File: config.mk
export PLATFORM = sky130hd
export DESIGN_NAME = ov7670_capture_scaled
export DESIGN_NICKNAME = d
export VERILOG_FILES = /design/src/rtl/ov7670_capture_scaled.sv
export SDC_FILE = /design/constraint.sdc
export NUM_CORES = 1
export LEC_CHECK = 0
export CORE_MARGIN = 1.5
export CORE_UTILIZATION = 35
export DETAILED_ROUTE_END_ITERATION = 10
export PLACE_DENSITY = 0.56
export REMOVE_ABC_BUFFERS = 1
export SLEW_MARGIN = 25
export SYNTH_ARGS = -nofsm -noshare
export SYNTH_HDL_FRONTEND = slang
export SYNTH_SLANG_ARGS = --single-unit
File: constraint.sdc
create_clock -name pclk -period 3.84 [get_ports pclk]
set_input_delay 0.768 -clock pclk [delete_from_list [all_inputs] [get_ports pclk]]
set_output_delay 0.768 -clock pclk [all_outputs]
set_load 0.01 [all_outputs]
File: src/rtl/ov7670_capture_scaled.sv
// ov7670_capture_scaled: OV7670 byte-pair capture with X/Y decimation into a linear frame-buffer write stream,
// plus frame arming, a frame-done pulse and line/frame geometry checking.
module ov7670_capture_scaled #(
  parameter int IN_WIDTH  = 640,
  parameter int IN_HEIGHT = 480,
  parameter int X_DECIM   = 2,
  parameter int Y_DECIM   = 2,
  parameter int PIX_FMT   = 0,
  parameter int ADDR_W    = 17
) (
  input  logic              pclk,
  input  logic              reset_n,
  input  logic              vsync,
  input  logic              href,
  input  logic [7:0]        d,
  input  logic              capture_en,
  output logic [ADDR_W-1:0] addr,
  output logic [15:0]       pixel,
  output logic              we,
  output logic              frame_done,
  output logic              frame_err,
  output logic              busy
);
  localparam int XW   = $clog2(IN_WIDTH + 2);
  localparam int YW   = $clog2(IN_HEIGHT + 2);
  localparam int LAST = (IN_WIDTH / X_DECIM) * (IN_HEIGHT / Y_DECIM) - 1;

  typedef enum logic [1:0] {WAIT_SYNC, BLANK, ACTIVE} state_t;
  state_t state;

  logic          vsync_q, href_q, armed, phase, line_err;
  logic [7:0]    byte0;
  logic [XW-1:0] x_cnt;
  logic [YW-1:0] y_cnt;
  logic [2:0]    xd, yd;
  logic          v_rise, v_fall, h_rise, h_fall, keep;
  logic [15:0]   pix_next;

  assign v_rise   = vsync & ~vsync_q;
  assign v_fall   = ~vsync & vsync_q;
  assign h_rise   = href & ~href_q;
  assign h_fall   = ~href & href_q;
  assign keep     = armed && xd == 3'd0 && yd == 3'd0 && x_cnt < XW'(IN_WIDTH) && y_cnt < YW'(IN_HEIGHT);
  assign pix_next = PIX_FMT == 1 ? {byte0, d} : {4'b0, byte0[3:0], d};

  // x/y counters saturate one past the nominal size so oversize geometry still reads as an error
  always_ff @(posedge pclk or negedge reset_n) begin
    if (!reset_n) begin
      state      <= WAIT_SYNC;
      vsync_q    <= 1'b0;
      href_q     <= 1'b0;
      armed      <= 1'b0;
      phase      <= 1'b0;
      line_err   <= 1'b0;
      byte0      <= '0;
      x_cnt      <= '0;
      y_cnt      <= '0;
      xd         <= '0;
      yd         <= '0;
      addr       <= '0;
      pixel      <= '0;
      we         <= 1'b0;
      frame_done <= 1'b0;
      frame_err  <= 1'b0;
      busy       <= 1'b0;
    end else begin
      vsync_q    <= vsync;
      href_q     <= href;
      we         <= 1'b0;
      frame_done <= 1'b0;
      if (we && addr != ADDR_W'(LAST)) addr <= addr + ADDR_W'(1);
      case (state)
        WAIT_SYNC: if (vsync) state <= BLANK;
        BLANK: if (v_fall) begin
          state    <= ACTIVE;
          armed    <= capture_en;
          busy     <= capture_en;
          addr     <= '0;
          phase    <= 1'b0;
          x_cnt    <= '0;
          y_cnt    <= '0;
          xd       <= '0;
          yd       <= '0;
          line_err <= 1'b0;
        end
        ACTIVE: if (v_rise) begin
          state <= BLANK;
          busy  <= 1'b0;
          armed <= 1'b0;
          if (armed) begin
            frame_done <= 1'b1;
            frame_err  <= line_err | href_q | (y_cnt != YW'(IN_HEIGHT));
          end
        end else if (href) begin
          if (h_rise) begin
            byte0 <= d;
            phase <= 1'b1;
            x_cnt <= '0;
            xd    <= '0;
          end else if (!phase) begin
            byte0 <= d;
            phase <= 1'b1;
          end else begin
            phase <= 1'b0;
            we    <= keep;
            if (keep) pixel <= pix_next;
            if (x_cnt != XW'(IN_WIDTH + 1)) x_cnt <= x_cnt + XW'(1);
            xd <= xd == 3'(X_DECIM - 1) ? 3'd0 : xd + 3'd1;
          end
        end else if (h_fall) begin
          phase    <= 1'b0;
          line_err <= line_err | phase | (x_cnt != XW'(IN_WIDTH));
          if (y_cnt != YW'(IN_HEIGHT + 1)) y_cnt <= y_cnt + YW'(1);
          yd <= yd == 3'(Y_DECIM - 1) ? 3'd0 : yd + 3'd1;
        end
        default: state <= WAIT_SYNC;
      endcase
    end
  end
endmodule

Yosys cells after proc, flatten, opt, wreduce, memory -nomap -nowiden
Index checks and enable logic that the tools add are counted.
Storage, ports and cells
  flip-flop bits (word level): 68
  input port bits: 13
  output and inout port bits: 37
  logic and storage cells: 133
Cells by class
  $add $sub $neg: 5
  $lt $le $gt $ge: 2
  eq/ne operators: 21
  mux-type cells: 56
  bitwise logic cells: 14
  reductions and logical operators: 19
Operators with widths (number)
  two-way mux 10 bit: 6
  two-way mux 17 bit: 3
  two-way mux 9 bit: 5
  two-way mux 3 bit: 10
  inequality test 10 bit (second input constant): 2
  case mux 10 bit (2 select lines): 1
  two-way mux 1 bit: 19
  inequality test 9 bit (second input constant): 2
  case mux 9 bit (2 select lines): 1
  AND reduction 6 bit: 3
  adder 17 x 1 -> 17 bit (second input constant): 1
  inequality test 17 bit (second input constant): 1
  inequality test 2 bit (second input constant): 8
  case mux 3 bit (2 select lines): 2
  adder 10 x 1 -> 10 bit (second input constant): 1
  < comparator 10 bit (second input constant): 1
  AND reduction 5 bit: 2
  adder 9 x 1 -> 9 bit (second input constant): 1
  < comparator 9 bit (second input constant): 1
  inequality test 3 bit (second input constant): 3
  AND reduction 3 bit: 3
  two-way mux 4 bit: 2
  AND reduction 4 bit: 2
  adder 3 x 1 -> 3 bit (second input constant): 2
  other kinds (14): 35

Longest topological paths before layout
  word-level depth: 10
  gate-level depth with buffers: 7
  mapped depth without buffers: 6

Worst setup path before layout
Ideal clock, no wire load.
  path kind: input -> register
  from: in vsync
  to: reg pixel[0]
  setup time: 125 ps
  data arrival time: 2155 ps
  required time: 3715 ps
  path slack: 1560 ps
  cell stages on the path: 6
  buffers on the path: 1
  cells stage by stage: nor2b_1 nor2_1 nand2_1 nor4_2 buf_2 mux2_2
On the way
  cells in the longest elaborated chain, start to end: 3
Ends and longest elaborated chain
  from (decl): RTL line 13  | input logic vsync,
  AND 1 bit: RTL line 39  | assign v_rise = vsync & ~vsync_q;
  NOT 1 bit (no source line)
  AND reduction 6 bit (no source line)
  to (signal assigned): RTL line 106  | if (keep) pixel <= pix_next;
  to (decl): RTL line 18  | output logic [15:0] pixel,
Every way passes these cells.
A chain may end at the register's enable or synchronous reset.

Worst setup path after layout
  from: in vsync
  to: reg x_cnt[9]
On the way
  cells in the longest elaborated chain, start to end: 4
  elaborated cells between the ends (all ways): 6
  classes of those cells: eq/ne (2); bitwise (3); reduce/logical (1)
Ends and longest elaborated chain
  NOT 1 bit: RTL line 40  | assign v_fall = ~vsync & vsync_q;
  AND 1 bit: RTL line 40
  inequality test 2 bit (no source line)
  AND reduction 6 bit (no source line) (*)
  to (signal assigned): RTL line 107  | if (x_cnt != XW'(IN_WIDTH + 1)) x_cnt <= x_cnt + XW'(1);
  to (decl): RTL line 33  | logic [XW-1:0] x_cnt;
Every way passes the cells marked *; elsewhere a longest branch is shown, timed or not.

==> impl_summary.log <==
INFO  metric run_status = complete, no violations
INFO  metric leakagePower = 1.77 nW
INFO  metric worstPathBufferInverterCount = 1
INFO  metric synthTopCellsByCount = sky130_fd_sc_hd__dfrtp_1, sky130_fd_sc_hd__nor2_1, sky130_fd_sc_hd__nand2_1, sky130_fd_sc_hd__o21ai_0, sky130_fd_sc_hd__mux2_2
INFO  metric buffer_ports.inserted = 45
INFO  metric synth-seq-area-share = 0.511
INFO  metric slew_violations = 0
INFO  metric syn-cell-area = 3330 µm²
INFO  metric share_of_flip_flops_with_an_asynchronous_set_or_reset = 1.00
INFO  metric synth-xor-area-share = 0.0553
INFO  metric drt_iter0_drc = 141
INFO  metric grt.met1_usage = 0.209
INFO  metric globalRoute.totalOverflow = 0
INFO  metric worstPathArrival = 3.04 ns
INFO  metric rsz0062_at_grt = false
INFO  metric critical-path-slowest-cell = sky130_fd_sc_hd__or4_1
INFO  metric synth.top_cells.by_area = sky130_fd_sc_hd__dfrtp_1, sky130_fd_sc_hd__mux2_2, sky130_fd_sc_hd__nor2_1, sky130_fd_sc_hd__xnor2_1, sky130_fd_sc_hd__o21ai_0
INFO  metric first_pass_grt_wire_length = 12600 µm
INFO  metric post_synth_and_or_nand_nor_area_fraction = 0.206
INFO  metric route.final.wire_length = 7090 µm
INFO  metric finalNetCount = 399
INFO  metric cts.reportedPaths.clkPinSlew = 0.07 ns
INFO  metric worst_max_slew_margin_expressed_relative_to_the_limit = 0.478
INFO  metric maximum_root_to_sink_buffer_count = 2
INFO  metric fp.dieH = 101 µm
INFO  metric synth-adder-area-share = 0.0263
INFO  metric timing.critical_path.from_type = primary input
INFO  metric final-setup-viol-count = 0
INFO  metric busiest_layer = met2
INFO  metric synth_compound_area_frac = 0.111
INFO  metric synthFlopType = sky130_fd_sc_hd__dfrtp_1
INFO  metric grt.total_usage = 0.157
INFO  metric final_layout_size_suffix_gt1_frac = 0.125
INFO  metric critical_path.cell_chain = clkdlybuf4s50_1, nor2b_1, o31a_1, a311o_1, or4_1, a21oi_1
INFO  metric area_growth = 26.0%
INFO  metric yosysMostFrequentCell = sky130_fd_sc_hd__dfrtp_1
INFO  metric fin_crit_sh = 0.722
INFO  metric die_x = 101 µm
INFO  metric path_class = in2reg
INFO  metric worst_pin_slew = 0.783 ns
INFO  metric irDropWorstVdd = 0.000255 V
INFO  metric global_route.usage.met3 = 0.0326
INFO  metric grt_pass1_vias = 2647
INFO  metric period_minus_slack = 2.77 ns
INFO  metric clock-sinks = 68
INFO  metric die_area = 10100 µm²
INFO  metric timing.rr.start = state[0]
INFO  metric cts_inserted_buffers = 9
INFO  metric clock_insertion_delay_worst_skew = 0.34 ns
INFO  metric worst_hold_path_type = in2async
INFO  metric netlist.area_leader.share = 0.511
INFO  metric placement_rows = 35
INFO  metric cts_setup_buffers = 0
INFO  metric post_dp_cell_area = 3940 µm²
INFO  metric synth_top_area_cell = sky130_fd_sc_hd__dfrtp_1
INFO  metric place_hpwl = 5000 µm
INFO  metric antenna_left = 0
INFO  metric synthesis.yosys.warnings = 0
INFO  metric post-route-cell-area = 4190 µm²
INFO  metric initial_core_util = 0.360
INFO  metric diodes = 0
INFO  metric synth_top_family_by_area = simple AND/OR/NAND/NOR gates
INFO  metric num-fill-cells = 902
INFO  metric vias = 2616
INFO  metric routedWlPerCell = 13.8 µm
INFO  metric htreeDepth = 3
INFO  metric use_met2 = 0.254
INFO  metric power_density = 423 nW/µm²
INFO  metric core_area = 9240 µm²
INFO  metric post_cts_resized = 0
INFO  metric post_synth_num_cell_types = 49
INFO  metric tritoncts = yes
INFO  metric family_of_cells_with_the_greatest_summed_delay_on_the_critical_path = compound AO/OA/AOI/OAI gates
INFO  metric synth_edf_count = 0
INFO  metric grt_antenna_before_repair = 0
INFO  metric grt_max_degree = 34
INFO  metric synth-seq-cells = 68
INFO  metric cp-startpoint = vsync
INFO  metric max-cap-violations = 0
INFO  metric synthCells = 326
INFO  metric viasPerCell = 5.10
INFO  metric synthMuxAreaShare = 0.0575
INFO  metric clock.fmax = 361 MHz
INFO  metric final.setup.tns = 0 ns
INFO  metric fin_skew = 0.00774 ns
INFO  metric path_max_fanout = 14
INFO  metric hold_viol = 0
INFO  metric avg_cell_area_syn = 10.2 µm²
INFO  metric clk_root_buffer_cell = sky130_fd_sc_hd__clkbuf_8
INFO  metric design.portCount = 50
INFO  metric end_kind = flip-flop
INFO  metric slowest_stage_delay_on_critical_path = 0.55 ns
INFO  metric ctsHoldBuffers = 0
INFO  metric gp_congestion = 0.811
INFO  metric critical_path_required = 4.11 ns
INFO  metric detail_route.drc_violations = 0
INFO  metric detailedRoute.firstPassIterationCount = 4
## sequential cells by signal (all words and copies together), names as in the netlist
signal,flops
addr,17
pixel,12
x_cnt,10
y_cnt,9
byte0,4
xd,3
yd,3
state,2
armed,1
frame_done,1
frame_err,1
href_q,1
line_err,1
phase,1
vsync_q,1
we,1
## cell families after synthesis
| kind of cell | count (synthesis) |
|---|---|
| AND/OR/NAND/NOR | 129 |
| flip-flops | 68 |
| AO/OA/AOI/OAI | 60 |
| buffers and inverters | 23 |
| XOR/XNOR | 21 |
| multiplexers | 17 |
| adder cells (fa/ha/maj) | 7 |
| other | 1 |
## metrics by stage
stage	cells	utilization	hold WS (ns)	setup WS [ns]	total power, mW
final	513	0.454	0.509	1.07	1.78
after CTS	513	0.454	0.510	1.07	1.80
after global placement	497	0.426	0.481	0.760	1.04
after floorplan	316	-	0.462	1.30	0.937
after global routing	513	0.454	0.533	0.951	1.87
after detailed placement	497	0.426	0.493	0.723	1.05
## cell usage in the layout (no fill, tap or decap), types with 4 or more instances in the layout
cell type                         count
sky130_fd_sc_hd__o21ai_0             18
sky130_fd_sc_hd__mux2_2              17
sky130_fd_sc_hd__or3_1                7
sky130_fd_sc_hd__clkbuf_8            11
sky130_fd_sc_hd__conb_1               4
sky130_fd_sc_hd__clkdlybuf4s50_1     44
sky130_fd_sc_hd__nor3_1               8
sky130_fd_sc_hd__a21oi_1             15
sky130_fd_sc_hd__nor2_1              35
sky130_fd_sc_hd__buf_4                7
sky130_fd_sc_hd__xnor2_1             14
sky130_fd_sc_hd__nand4_1              8
sky130_fd_sc_hd__inv_1               10
sky130_fd_sc_hd__ha_1                 7
sky130_fd_sc_hd__and3_1               5
sky130_fd_sc_hd__o21ai_1              6
sky130_fd_sc_hd__and4_1               6
sky130_fd_sc_hd__nand3_1             16
sky130_fd_sc_hd__xor2_1               7
sky130_fd_sc_hd__nand2_1             23
sky130_fd_sc_hd__dfrtp_1             68
## cell type report
| type | instances | area [µm²] | share of cell area |
|---|---|---|---|
| Clock buffer | 11 | 151 | 0.0361 |
| Sequential cell | 68 | 1700 | 0.406 |
| Inverter | 10 | 37.5 | 0.00895 |
| Clock inverter | 5 | 106 | 0.0254 |
| Multi-Input combinational cell | 238 | 1540 | 0.367 |
| Tap cell | 129 | 161 | 0.0385 |
| Timing Repair Buffer | 52 | 498 | 0.119 |
## worst register-to-register path, cell delays in order (launching register included)
cell                       delay, ns
sky130_fd_sc_hd__dfrtp_1        0.43
sky130_fd_sc_hd__nand2b_4       0.24
sky130_fd_sc_hd__o31a_1         0.38
sky130_fd_sc_hd__a311o_1        0.45
sky130_fd_sc_hd__or4_1          0.56
sky130_fd_sc_hd__a21oi_1        0.15
## layer usage
layer,vias to the layer above,routed length (µm)
li1,1264,-
met1,1271,3430
met2,70,3190
met3,11,376
met4,0,103
met5,-,0
## power by group
group	internal [mW]	switching, mW
combinational	0.101	0.102
clock	0.469	0.276
sequential	0.772	0.0557
## path summary, 6_finish.rpt
path	end	slack, ns	cells after the start
setup / recovery	x_cnt[9]	1.07	6
hold / removal	state[1]	0.51	1
setup reg to reg	x_cnt[9]	1.57	5
hold reg to reg	line_err	0.51	2
max in group asynchronous	x_cnt[1]	2.54	2
min in group pclk	line_err	0.51	2
No activity file was read; power rests on OpenSTA's default activity.
